===== src/rtl/cond_inv_pipe.sv =====
// Pipelined WIDTH-bit conditional inverter for the ALU datapath. A free-running
// 4-phase power-clock sequencer gates every pipeline advance to the EVAL phase.
module cond_inv_pipe #(
    parameter int WIDTH = 8,
    parameter int DEPTH = 4
) (
    input  logic                         clkpos,
    input  logic                         rst,
    input  logic                         in_valid,
    output logic                         in_ready,
    input  logic [WIDTH-1:0]             a,
    input  logic [WIDTH-1:0]             b,
    input  logic [1:0]                   mode,
    output logic                         out_valid,
    input  logic                         out_ready,
    output logic [WIDTH-1:0]             out,
    output logic [1:0]                   phase,
    output logic [$clog2(DEPTH+1)-1:0]   occ
);

    localparam int OW = $clog2(DEPTH + 1);

    localparam logic [1:0] PH_EVAL    = 2'd0;
    localparam logic [1:0] PH_HOLD    = 2'd1;
    localparam logic [1:0] PH_RECOVER = 2'd2;
    localparam logic [1:0] PH_WAIT    = 2'd3;

    localparam logic [1:0] MODE_XOR  = 2'b00;
    localparam logic [1:0] MODE_CINV = 2'b01;
    localparam logic [1:0] MODE_PASS = 2'b10;

    logic [DEPTH-1:0] s_valid;
    logic [WIDTH-1:0] s_data [DEPTH];
    logic [WIDTH-1:0] op_result;
    logic             advance;
    logic             xfer;

    // NOTE: every signal written in always_comb gets a default first, so no
    // path can leave it unassigned and infer a latch.
    always_comb begin
        op_result = ~(a ^ b);
        case (mode)
            MODE_XOR:  op_result = a ^ b;
            MODE_CINV: op_result = b[0] ? ~a : a;
            MODE_PASS: op_result = a;
            default:   op_result = ~(a ^ b);
        endcase
    end

    assign advance   = (phase == PH_EVAL) && (!out_valid || out_ready);
    assign xfer      = advance && out_valid;
    assign in_ready  = advance && !rst;
    assign out       = s_data[DEPTH-1];
    assign out_valid = s_valid[DEPTH-1];

    // NOTE: sequential state uses non-blocking assignments so every flop samples
    // pre-edge values regardless of statement order.
    always_ff @(posedge clkpos or posedge rst) begin
        if (rst) begin
            phase <= PH_EVAL;
        end else begin
            case (phase)
                PH_EVAL:    phase <= PH_HOLD;
                PH_HOLD:    phase <= PH_RECOVER;
                PH_RECOVER: phase <= PH_WAIT;
                default:    phase <= PH_EVAL;
            endcase
        end
    end

    // NOTE: the stage data array is reset too, because out must read 0 the
    // moment rst rises; otherwise data-only storage could skip the reset.
    always_ff @(posedge clkpos or posedge rst) begin
        if (rst) begin
            s_valid <= '0;
            for (int k = 0; k < DEPTH; k++) s_data[k] <= '0;
        end else if (advance) begin
            s_valid[0] <= in_valid;
            s_data[0]  <= op_result;
            for (int k = 1; k < DEPTH; k++) begin
                s_valid[k] <= s_valid[k-1];
                s_data[k]  <= s_data[k-1];
            end
        end
    end

    // Occupancy moves only on advance edges; a simultaneous accept and transfer cancel.
    always_ff @(posedge clkpos or posedge rst) begin
        if (rst) begin
            occ <= '0;
        end else if (advance) begin
            if (in_valid && !xfer)
                occ <= occ + OW'(1);
            else if (!in_valid && xfer)
                occ <= occ - OW'(1);
        end
    end

endmodule


===== config.mk =====
export PLATFORM = sky130hd
export DESIGN_NAME = cond_inv_pipe
export DESIGN_NICKNAME = d
export VERILOG_FILES = /design/src/rtl/cond_inv_pipe.sv
export SDC_FILE = /design/constraint.sdc
export NUM_CORES = 1
export LEC_CHECK = 0
export ABC_AREA = 1
export BUFFER_PORTS_ARGS = -buffer_cell sky130_fd_sc_hd__buf_2
export CAP_MARGIN = 20
export CORE_UTILIZATION = 45
export CTS_CLUSTER_DIAMETER = 30
export DETAILED_ROUTE_END_ITERATION = 8
export PLACE_DENSITY = 0.67
export SLEW_MARGIN = 20
export SYNTH_ARGS = -nofsm -noshare
export SYNTH_HDL_FRONTEND = slang
export SYNTH_SLANG_ARGS = --single-unit

===== constraint.sdc =====
create_clock -name clkpos -period 5.45 [get_ports clkpos]
set_input_delay 1.09 -clock clkpos [delete_from_list [all_inputs] [get_ports clkpos]]
set_output_delay 1.09 -clock clkpos [all_outputs]
set_load 0.01 [all_outputs]

**After elaboration in Yosys (flattened, before gate mapping)**

Cells that the tools add are included.
W data, S select, Z words.

- Add/subtract/negate cells: 2
- $mul: 0
- Equal/unequal tests: 4
- Reduce and logical (&&, ||, !) cells: 14
- Div/mod/pow operators: 0
- Shift-type cells: 0
- Muxes and demuxes: 5
- Bitwise operators: 3
- Order comparisons: 0

Operators with widths:

| operator | number |
|---|---|
| $pmux W8 S3 | 1 |
| $not A8 Y8 | 2 |
| $mux W8 | 1 |
| $xor A8 B8 Y8 | 1 |
| $mux W3 | 2 |
| $pmux W2 S3 | 1 |
| $logic_and A1 B1 Y1 | 5 |
| $eq A2 B1 Y1 const B | 2 |
| $eq A2 B2 Y1 const B | 2 |
| $logic_not A1 Y1 | 4 |
| $logic_not A2 Y1 | 2 |
| $add A3 B1 Y3 const B | 1 |
| $sub A3 B1 Y3 const B | 1 |
| $reduce_and A2 Y1 | 1 |
| $reduce_bool A2 Y1 | 1 |
| $logic_or A1 B1 Y1 | 1 |

- Register bits after elaboration: 41
- Memories: 0
- Output and inout bits: 15
- ROM bits: 0
- Input bits: 22
- Bits in latches: 0
- Bits in writable memories: 0

**Depth between registers and ports, before layout**

- Depth after elaboration: 8
- Depth in mapped cells: 13

**Worst setup path before layout**

No wires, ideal clock.

- Kind: input to output
- From: in out_ready
- To: out in_ready
- Cell stages on the path: 5
- Arrival time: 1.607 ns
- Path slack: 2.753 ns
- Data required time: 4.360 ns
- Path through: inv_1 nand2_1 nand2_2 buf_2 nor2_1

- Longest elaborated chain between the ends: 3

Ends and longest elaborated chain:

| element | RTL line | RTL |
|---|---|---|
| from (decl) | 15 | `input logic out_ready,` |
| $logic_or A1 B1 Y1 | 50 | `assign advance = (phase == PH_EVAL) && (!out_valid \|\| out_ready);` |
| $logic_and A1 B1 Y1 | 50 |  |
| $logic_and A1 B1 Y1 | 52 | `assign in_ready = advance && !rst;` |
| to (decl) | 10 | `output logic in_ready,` |

Every way passes these cells.

**Worst setup path in the final report**

- From: in out_ready
- To: reg occ[2]

- Longest elaborated chain between the ends: 7
- Elaborated cells between the ends (all ways): 9
- Those cells by class: mux (1); reduce/logical (8)

Ends and longest elaborated chain:

| element | RTL line | RTL |
|---|---|---|
| $logic_or A1 B1 Y1 (*) | 50 |  |
| $logic_and A1 B1 Y1 (*) | 50 |  |
| $logic_and A1 B1 Y1 | 51 | `assign xfer = advance && out_valid;` |
| $logic_not A1 Y1 | 92 | `if (in_valid && !xfer)` |
| $logic_and A1 B1 Y1 | 92 |  |
| $reduce_bool A2 Y1 (no line) | n/a |  |
| $reduce_and A2 Y1 (no line) | n/a |  |
| to (signal assigned) | 93 | `occ <= occ + OW'(1);` |
| to (signal assigned) | 95 | `occ <= occ - OW'(1);` |
| to (decl) | 18 | `output logic [$clog2(DEPTH+1)-1:0] occ` |

Every way passes the cells marked *; elsewhere a longest branch is shown, timed or not.
A chain may end at the register's enable or synchronous reset.

==> metrics.md <==
| Metric | Value |
|---|---|
| Max-cap violations | 0 |
| Clk buf depth | 2 |
| Sink Count | 41 |
| Syn avg cell area | 7.402 sq um |
| Failing checks | design-rule violations |
| Max VDD drop | 125.0 uV |
| Synth top cells by count | 118 x nand2_1, 41 x dfrtp_1, 34 x inv_1 |
| Initial core utilization | 47.47% |
| Final wirelength | 3.215 mm |
| RSZ-0062 raised after global routing | false |
| Share of layout cells above drive strength 1 | between 10% and 20% |
| Post-route ant nets | 0 |
| Sequential Power Share | between 50% and 60% |
| Leading area contributor after synthesis | dfrtp_1 |
| Global-route wire length before repair | 5.934 mm |
| Synth area leaders | dfrtp_1 49%, nand2_1 21%, inv_1 6.0%, o21ai_0 4.7%, nand3_1 4.5% |
| WL/cell | 8.808 microns |
| Core area | 0.004444 sq mm |
| Slew HR | 57.68% |
| Seq/Total Area, Yosys | 48.64% |
| Yosys top cell area share | 48.64% |
| Maximum clock rate | 317.8 MHz |
| Layout fillers | 430 |
| Pwr dens | roughly 400 mW/mm^2 |
| Register bit total from synthesis | 41 |
| Initial antenna violation count | 0 |
| Status | finished, violations left |
| Total CTS buffers | 5 |
| Post-synth cell types | 17 |
| Post-synth EDFFs | 0 |
| Combinational share of power | 25.8% |
| Final hold violations | 0 |
| Sw Ratio | 30.89% |
| Area Growth Syn to Fin | 11.21% |
| Worst hold path class | reg -> reg |
| Antenna diodes | 0 |
| Fin crit period | approximately 3.1 ns |
| # hold bufs at CTS | 0 |
| Largest net degree at the start of global routing | between 40 and 50 |
| Clock root buffer | clkbuf_8 |
| Inst Count DP | 358 |
| DR pass1 iterations | 6 |
| CP required | 5.63 ns |
| Final net count | 339 |
| DR vias | 1,648 |
| Critical Path, Cell by Cell | buf_2, inv_1, nand2_1, nand2_2, inv_2, nand2_1, ha_1, inv_1, fa_1, or2_2, nand4_1, nand2_1 |
| CTS tree | done |
| Critical Path Start Type | primary input |
| Crit path capture type | flop |
| GRT Util Overall | 15.08% |
| Vias per std cell | 4.515 |
| Critical path arrival | 3.33 ns |
| Die H | just over 70 microns |
| # resized after CTS | 0 |
| Switch Pwr | roughly 0.00028 W |
| Die area | between 0.004 and 0.005 sq mm |
| Postcts setup bufs | 0 |
| Grt ovf | 0 |
| Initial drt markers | roughly 120 |
| Worst-Skew Late Latency | 0.28 ns |
| CP Max Fanout | roughly 40 |
| Slowest-stage cell, CP | nand2_2 |
| Fin crit share | 57.73% |
| DRC viols | 6 |
| LEAKAGE | approximately 1.3 nW |
| Clock share of power | between 20% and 30% |
| Synth Flop Type | dfrtp_1 |
| Fin Clk Skew | ~0.0037 ns |
| Post-Layout Cell Count | between 300 and 400 |
| Synth async-reset ratio | between 90% and 100% |
| # port buffers | 36 |
| Most numerous cell in the Yosys netlist | nand2_1 |
| Setup TNS | 0 ns |
| Power Internal | 0.0006354 W |
| Dpl hpwl | about 2.2 mm |
| Max stage delay on crit path | around 0.44 ns |
| GPL Wtd Cong | 0.6881 |
| Synth Cell Area | 0.002110 sq mm |
| Worst-Margin Slew | 0.6325 ns |
| # rows | 24 |
| Critical Path Most Common Cell | nand2_1 |
| Top Ports | 37 |
| Vias in the first global route | between 1,000 and 1,500 |
| Worst-path clk slew | 0.07 ns |
| Cells after synthesis | ~290 |
| Final setup fails | 0 |
| Syn nets | 311 |
| # H-tree levels | 2 |
| Ys Warns | 0 |
| Final max-slew violation count | 0 |
| Die X | 70.47 microns |
| Worst setup path category | in -> reg |
[logic make-up (layout without fill, tap and decap cells)]
family | after synthesis | in the layout | share of synthesized area (%)
AOI/OAI and AO/OA | 20 | 20 | 4.745
adders and majority gates | 4 | 4 | 2.729
xor gates and xnor gates | 1 | 1 | 0.4153
and+or+nand+nor | 167 | 167 | 32.21
DFF | 41 | 41 | 48.64
buffers and inverters | 52 | 80 | 11.27
[worst max-delay path, delay by kind of cell]
family	cells	cell delay, ns
buffers and inverters	4	0.62
adder cells (fa/ha/maj)	2	0.51
AND/OR/NAND/NOR	6	1.09
[per-layer routing]
metal	global-route usage [%]	up-vias	part of all wire, %
li1	-	910	-
met1	18.94	692	52
met2	23.84	41	42
met3	3.030	5	3.9
met4	9.297	0	2.2
met5	0	-	0
[state kept, by name, indices dropped and copies added, names as in the netlist]
signal / count
phase: 2
s_valid: 4
s_data: 24
out: 8
occ: 3
[power groups by stage]
| stage | clock network, W | logic (W) | registers [W] |
|---|---|---|---|
| 5_1_grt | 0.000211 | 0.000280 | 0.000507 |
| 4_1_cts | 0.000198 | 0.000241 | 0.000492 |
| 6_report | 0.000191 | 0.000237 | 0.000491 |
| 2_1_floorplan | 0 | 0.000194 | 0.000495 |
| 3_5_place_dp | 0 | 0.000240 | 0.000498 |
| 3_3_place_gp | 0 | 0.000231 | 0.000495 |
[final cells by class]
type | count | area (sq um) | share of cell area (%)
sequential | 41 | 1026 | 43.73
multi-input combinational | 192 | 845.8 | 36.05
timing repair buffer | 37 | 187.7 | 8.000
inverter | 36 | 135.1 | 5.760
clock buffer | 7 | 86.33 | 3.680
tap | 52 | 65.06 | 2.773
[through the flow]
stage                     area (sq um)  total power (W)  worst slack [ns]  hold slack, ns  utilization, %
final                             2346        0.0009194             2.304          0.4660           52.79
after global routing              2346        0.0009984             2.038          0.4978           52.79
after CTS                         2346        0.0009318             2.282          0.4670           52.79
after detailed placement          2260        0.0007378             1.969          0.4497           50.84
after floorplan                   2110        0.0006897             2.753          0.4422               -
after global placement            2260        0.0007262             2.016          0.4502           50.84
[path summary, 6_finish.rpt]
| check | startpoint | endpoint | slack, ns | depth (start not counted) |
|---|---|---|---|---|
| max in group asynchronous | rst | s_data[27] | 4.19 | 3 |
| worst min register to register | s_data[8] | out[0] | 0.47 | 2 |
| min in group asynchronous | rst | out[2] | 0.92 | 3 |
| worst max-delay path | out_ready | occ[2] | 2.30 | 12 |
| worst min-delay path | s_data[8] | out[0] | 0.47 | 2 |
| worst max register to register | phase[0] | occ[2] | 2.67 | 11 |
[placed cells by master, fill, tap and decap left out]
| cell type | instances |
|---|---|
| buf_2 | 36 |
| buf_4 | 1 |
| clkbuf_1 | 1 |
| clkbuf_8 | 6 |
| dfrtp_1 | 41 |
| fa_1 | 1 |
| ha_1 | 3 |
| inv_1 | 34 |
| inv_2 | 2 |
| nand2_1 | 118 |
| nand2_2 | 1 |
| nand3_1 | 19 |
| nand3b_1 | 1 |
| nand4_1 | 1 |
| nor2_1 | 23 |
| nor2_4 | 2 |
| o21ai_0 | 20 |
| or2_2 | 2 |
| xor2_1 | 1 |
Note: power is estimated with default switching activity, not from simulation.
